### src/rtl/vga_timing_gen.sv
// 640x480 VGA raster generator: DrawX/DrawY, registered hs/vs/display_en, line/frame strobes.
// Build option: define VGA_PIX_DIV_EN to tick every other Clk (50 MHz Clk -> 25 MHz pixels).
module vga_timing_gen #(
  parameter int H_ACTIVE = 640,
  parameter int H_FP     = 16,
  parameter int H_SYNC   = 96,
  parameter int H_TOTAL  = 800,
  parameter int V_ACTIVE = 480,
  parameter int V_FP     = 10,
  parameter int V_SYNC   = 2,
  parameter int V_TOTAL  = 525
) (
  input  logic       Clk,
  input  logic       Reset,
  output logic [9:0] DrawX,
  output logic [9:0] DrawY,
  output logic       hs,
  output logic       vs,
  output logic       display_en,
  output logic       pixel_tick,
  output logic       line_end,
  output logic       frame_start
);
  localparam logic [9:0] HMAX   = 10'(H_TOTAL - 1);
  localparam logic [9:0] VMAX   = 10'(V_TOTAL - 1);
  localparam logic [9:0] HACT   = 10'(H_ACTIVE);
  localparam logic [9:0] VACT   = 10'(V_ACTIVE);
  localparam logic [9:0] HS_BEG = 10'(H_ACTIVE + H_FP);
  localparam logic [9:0] HS_END = 10'(H_ACTIVE + H_FP + H_SYNC);
  localparam logic [9:0] VS_BEG = 10'(V_ACTIVE + V_FP);
  localparam logic [9:0] VS_END = 10'(V_ACTIVE + V_FP + V_SYNC);

  logic       tick_q;
  logic [9:0] hc_nxt, vc_nxt;

  // Tick is registered so the cycle right after any reset shows no pulses.
  always_ff @(posedge Clk) begin
    if (Reset) tick_q <= 1'b0;
`ifdef VGA_PIX_DIV_EN
    else       tick_q <= ~tick_q;
`else
    else       tick_q <= 1'b1;
`endif
  end

  always_comb begin
    hc_nxt = DrawX + 10'd1;
    vc_nxt = DrawY;
    if (DrawX == HMAX) begin
      hc_nxt = '0;
      vc_nxt = (DrawY == VMAX) ? '0 : DrawY + 10'd1;
    end
  end

  // Sync/enable come from the next counter values so they land with DrawX/DrawY.
  always_ff @(posedge Clk) begin
    if (Reset) begin
      DrawX      <= '0;
      DrawY      <= '0;
      hs         <= 1'b1;
      vs         <= 1'b1;
      display_en <= 1'b0;
    end else if (tick_q) begin
      DrawX      <= hc_nxt;
      DrawY      <= vc_nxt;
      hs         <= ~((hc_nxt >= HS_BEG) && (hc_nxt < HS_END));
      vs         <= ~((vc_nxt >= VS_BEG) && (vc_nxt < VS_END));
      display_en <= (hc_nxt < HACT) && (vc_nxt < VACT);
    end
  end

  assign pixel_tick  = tick_q;
  assign line_end    = tick_q && (DrawX == HMAX);
  assign frame_start = tick_q && (DrawX == '0) && (DrawY == '0);
endmodule

### config.mk
export PLATFORM = sky130hd
export DESIGN_NAME = vga_timing_gen
export DESIGN_NICKNAME = d
export VERILOG_FILES = /design/src/rtl/vga_timing_gen.sv
export SDC_FILE = /design/constraint.sdc
export NUM_CORES = 1
export LEC_CHECK = 0
export CORE_ASPECT_RATIO = 0.8
export CORE_MARGIN = 2
export CORE_UTILIZATION = 56
export CTS_CLUSTER_DIAMETER = 60
export CTS_CLUSTER_SIZE = 24
export DETAILED_ROUTE_END_ITERATION = 10
export PLACE_DENSITY = 0.89
export SKIP_CTS_REPAIR_TIMING = 1
export SLEW_MARGIN = 20
export SYNTH_ARGS = -nofsm -noshare
export SYNTH_HDL_FRONTEND = slang
export SYNTH_SLANG_ARGS = --single-unit
### constraint.sdc
create_clock -name Clk -period 5.2 [get_ports Clk]
set_input_delay 1.04 -clock Clk [delete_from_list [all_inputs] [get_ports Clk]]
set_output_delay 1.04 -clock Clk [all_outputs]
set_load 0.02 [all_outputs]
Word level (Yosys, flattened, before mapping). Cells that the tools add are included.

Bits in registers: 24. Bits in latches: 0. Bits in writable memories: 0. ROM bits: 0. Input port bits: 2. Output and inout port bits: 26. Logic and storage cells: 30. Memories kept: 0.

$add $sub $neg: 2. Multipliers: 0. Div/mod/pow operators: 0. $lt $le $gt $ge: 6. Eq/ne operators: 2. Shifts and indexed selects: 0. Multiplexer cells: 4. Bitwise operators: 2. Reduce and logical (&&, ||, !) cells: 8.

Operator list (number): $mux 10 (3); $add 10x1->10 const B (2); $eq 10x10->1 const B (2); $logic_not 10->1 (2); $lt 10x10->1 const B (2); $lt 10x9->1 const B (2); $ge 10x10->1 const B (1); $ge 10x9->1 const B (1); $logic_and 1x1->1 (6); $not 1->1 (2); $mux 1 (1).

Logic depth before layout (Yosys ltp).
Depth in word-level cells: 6. Depth in mapped cells: 9. Depth with buffers taken out: 8.

Worst setup path after synthesis. Ideal clock, no wire load.

Path type: flip-flop to output port. From: register DrawX[2]. To: output frame_start. Data arrival time: 1824 ps. Required time: 4160 ps. Setup slack: 2336 ps. Stages on the path, launching flop included: 4. Path buffers: 1. Path through: dfxtp_1 -> clkdlybuf4s18_2 -> or4_1 -> nor4_1.

Cells in the longest elaborated chain, start to end: 3.

RTL lines: start: declaration (line 15) `output logic [9:0] DrawX,`; start signal: assignment (line 64) `DrawX <= hc_nxt;`; $logic_not 10->1 (line 74) `assign frame_start = tick_q && (DrawX == '0) && (DrawY == '0);`; $logic_and 1x1->1 (2 in a row) (line 74); end: declaration (line 22) `output logic frame_start`.

No other way between the ends.

Worst setup path after layout.
From: register DrawX[0]. To: output line_end.

Cells in the longest elaborated chain, start to end: 2.

RTL lines: $eq 10x10->1 (line 73) `assign line_end = tick_q && (DrawX == HMAX);`; $logic_and 1x1->1 (line 73); end: declaration (line 21) `output logic line_end,`.

No other way between the ends.

==> implementation parameters <==
Parameter                              Value

Status
  Outcome ... finished clean

Global routing
  Wire length of the first global-routing pass ... 5650 microns
  GRT Total Usage ... 21.8%
  Number of antenna violations at the first check in global routing ... 0
  Pin count of the biggest net entering global routing ... 26
  Global route overflow ... 0
  Number of global-route vias before repair ... 1237

STA
  Post-Route Skew ... 13.5 ps
  Worst-margin pin slew ... 931 ps
  Maximum operating frequency ... 291 MHz
  Min cycle time layout ... 3440 ps
  Unrepaired setup endpoints after global routing ... no
  Final Max Slew Viols ... 0
  Final-report setup violation count ... 0
  Normalized max-slew margin ... 37.8%
  Part of the cycle the worst path needs ... 66.2%
  TNS Setup ... 0 ps
  Endpoints failing hold ... 0

Synth
  Most common library cells after synthesis ... sky130_fd_sc_hd__nor2_1 (25), sky130_fd_sc_hd__dfxtp_1 (24), sky130_fd_sc_hd__a21oi_1 (19), sky130_fd_sc_hd__nand2_1 (18), sky130_fd_sc_hd__o21ai_0 (13)
  Number of flops mapped to enable cells by yosys ... 0
  Portion of synthesized cell area occupied by the leading cell type ... 30.5%
  Largest cells by area after synthesis ... sky130_fd_sc_hd__dfxtp_1 (31%), sky130_fd_sc_hd__a21oi_1 (6.0%), sky130_fd_sc_hd__nor2_1 (6.0%)
  Post-Synthesis Cells ... 206
  Primary FF master, synth ... sky130_fd_sc_hd__dfxtp_1
  Most frequent cell after synthesis ... sky130_fd_sc_hd__nor2_1
  Cell taking the most area after synthesis ... sky130_fd_sc_hd__dfxtp_1
  Mean cell area of the mapped netlist ... 7.65 sq um
  Synth Register Bits ... 24
  Cell area after synthesis ... 0.00158 sq mm
  Number of nets in the synthesized netlist ... 212
  Count of cell types in the netlist ... 44
  Proportion of synthesized flip-flops having asynchronous set or reset ... 0%
  Post-synthesis sequential area ratio ... 30.5%
  Synth warnings ... 0

Drt
  Remaining design rule violation count ... 0
  Total number of vias ... 1502
  DR WL/cell ... 12.9 microns
  Drt first pass iters ... 4
  Avg Vias per Cell ... 5.80
  Starting DRT DRC Count ... 76
  Antenna-violating nets left ... 0
  Routed Wire Length ... 3350 microns

Pwr
  Leakage ... 0.600 nW
  Power per unit of standard cell area ... 163 mW/mm^2
  Maximum resistive drop on vdd ... 0.000153 V

Floorplanning
  Initial Utilization ... 57.9%
  CORE AREA ... 0.00272 sq mm
  Die Span X ... 63.3 microns
  Row count ... 17
  Die area ... 0.00326 sq mm
  Vertical extent of the die ... 51.4 microns
  # IOs ... 28

Layout
  Number of antenna diodes ... 0
  Non-filler cells, final ... 259
  Cell area after layout ... 0.00181 sq mm
  Filler Cells Inserted ... 253
  Share of cells above drive strength 1 ... 4.98%
  # nets final ... 229
  Growth of design area from synthesis to finish ... 15.0%

Worst setup path
  Worst path bufs/invs ... 1
  Maximum cell stage delay along the critical path ... 600 ps
  Startpoint kind of the worst setup timing path ... flop
  CP delay by family, top ... simple AND/OR/NAND/NOR gates
  Cell depth of the worst flop-to-flop path ... 7
  Crit path capture type ... output port
  Maximum fanout along the worst path ... 8
  Cells along the critical path ... ha_1 -> nand4_1 -> nor3_1 -> and2_1 -> clkdlybuf4s50_1
  Critical path depth ... 5
  Cell with the biggest individual delay on the critical path ... sky130_fd_sc_hd__clkdlybuf4s50_1
  Class of the most critical setup path ... reg2out
  Arr. time, crit path ... 2400 ps
  Required time reported for the critical path endpoint ... 4160 ps

Min path
  Worst Hold Class ... reg2reg
  Number of cells traversed by the worst hold path ... 2

Run
  Max-cap violations ... 0

Clock network
  Inserted Clock Buffers ... 3
  Clock insertion delay at the later pin of the skew report ... 320 ps
  Maximum level of the CTS H-tree ... 1
  CTS tree ... done
  Clock transition at the registers of the reported paths ... 130 ps
  Number of clock sinks seen by CTS ... 24
  Root Driver ... sky130_fd_sc_hd__clkbuf_4
  Maximum clock path buffer count ... 2

Place
  Detail Placement HPWL ... 2410 microns
  RePlAce Congestion ... 0.835
  Post-place instance area ... 0.00179 sq mm
  Placed insts ... 256
  Input/output buffers ... 27
routing by layer:
metal / wire length [microns] / GRT usage (%)
met5: 0 / 0
met4: 31 / 4.71
met3: 223 / 5.29
met2: 1450 / 34.2
met1: 1650 / 30.5
cell families (layout without fill, tap and decap cells):
logic type	count (synthesis)	count (layout)	share of synthesized area [%]
mux	4	4	2.54
xor+xnor	8	8	4.45
simple gates	99	99	33.8
buf+inv	21	36	8.26
fa+ha+maj	4	4	3.18
flops	24	24	30.5
compound gates	46	46	17.3
layout make-up:
type | count | area (sq um) | share of cell area, %
Clock buffer | 3 | 22.5 | 1.24
Tap cell | 38 | 47.5 | 2.62
Inverter | 5 | 18.8 | 1.04
Multi-Input combinational cell | 161 | 965 | 53.2
Sequential cell | 24 | 480 | 26.5
Timing Repair Buffer | 28 | 278 | 15.3
report_power, final:
part	switching, W	internal [W]
Clock	0.0000525	0.0000271
Combinational	0.0000130	0.0000115
Sequential	0.00000523	0.000186
sequential cells by signal, indices dropped and copies added, names as in the netlist:
register / cells
DrawX: 10
DrawY: 10
display_en: 1
hs: 1
pixel_tick: 1
vs: 1
worst reg2reg max path: stages (launching register included):
cell and delay, ps:
sky130_fd_sc_hd__dfxtp_1 470, sky130_fd_sc_hd__ha_1 280, sky130_fd_sc_hd__nand4_1 180, sky130_fd_sc_hd__nor3_1 590, sky130_fd_sc_hd__buf_4 270, sky130_fd_sc_hd__nand2_2 170
sky130_fd_sc_hd__or3_1 440, sky130_fd_sc_hd__a21oi_1 140
stage by stage:
step	worst slack, ps	power, W	util (%)	hold slack (ps)
3_5_place_dp	2130	0.000220	65.7	463
2_1_floorplan	2340	0.000211	-	531
5_1_grt	1570	0.000311	66.5	503
6_report	1760	0.000296	66.5	477
4_1_cts	1760	0.000300	66.5	481
3_3_place_gp	2210	0.000219	65.7	444
layout by cell type (no fill, tap or decap), types with 2 or more instances in the layout:
cell type	count
sky130_fd_sc_hd__xor2_1	5
sky130_fd_sc_hd__o31ai_1	2
sky130_fd_sc_hd__nor2b_1	4
sky130_fd_sc_hd__o311ai_0	2
sky130_fd_sc_hd__nor4b_1	2
sky130_fd_sc_hd__and4_1	2
sky130_fd_sc_hd__and3_1	3
sky130_fd_sc_hd__ha_1	4
sky130_fd_sc_hd__mux2i_1	4
sky130_fd_sc_hd__clkbuf_4	3
sky130_fd_sc_hd__inv_1	5
sky130_fd_sc_hd__a22oi_1	2
sky130_fd_sc_hd__nor2_1	25
sky130_fd_sc_hd__nand4b_1	2
sky130_fd_sc_hd__nand4_1	4
sky130_fd_sc_hd__a21oi_1	19
sky130_fd_sc_hd__nor4_1	2
sky130_fd_sc_hd__clkdlybuf4s50_1	27
sky130_fd_sc_hd__nand3_1	11
sky130_fd_sc_hd__nor3_1	7
sky130_fd_sc_hd__nor3b_1	3
sky130_fd_sc_hd__xnor2_1	3
sky130_fd_sc_hd__nand3b_1	2
sky130_fd_sc_hd__or3_1	6
sky130_fd_sc_hd__nand2_1	18
sky130_fd_sc_hd__o211ai_1	2
sky130_fd_sc_hd__a31oi_1	2
sky130_fd_sc_hd__dfxtp_1	24
sky130_fd_sc_hd__o21ai_0	13
final timing paths:
kind	slack (ps)	startpoint	endpoint
hold / removal	480	display_en$_SDFFE_PP0P_	display_en$_SDFFE_PP0P_
setup / recovery	1760	DrawX[0]$_SDFFE_PP0P_	line_end
hold reg to reg	480	display_en$_SDFFE_PP0P_	display_en$_SDFFE_PP0P_
setup reg to reg	2610	DrawX[0]$_SDFFE_PP0P_	DrawY[6]$_SDFFE_PP0P_
Note: power is estimated with default switching activity, not from simulation.
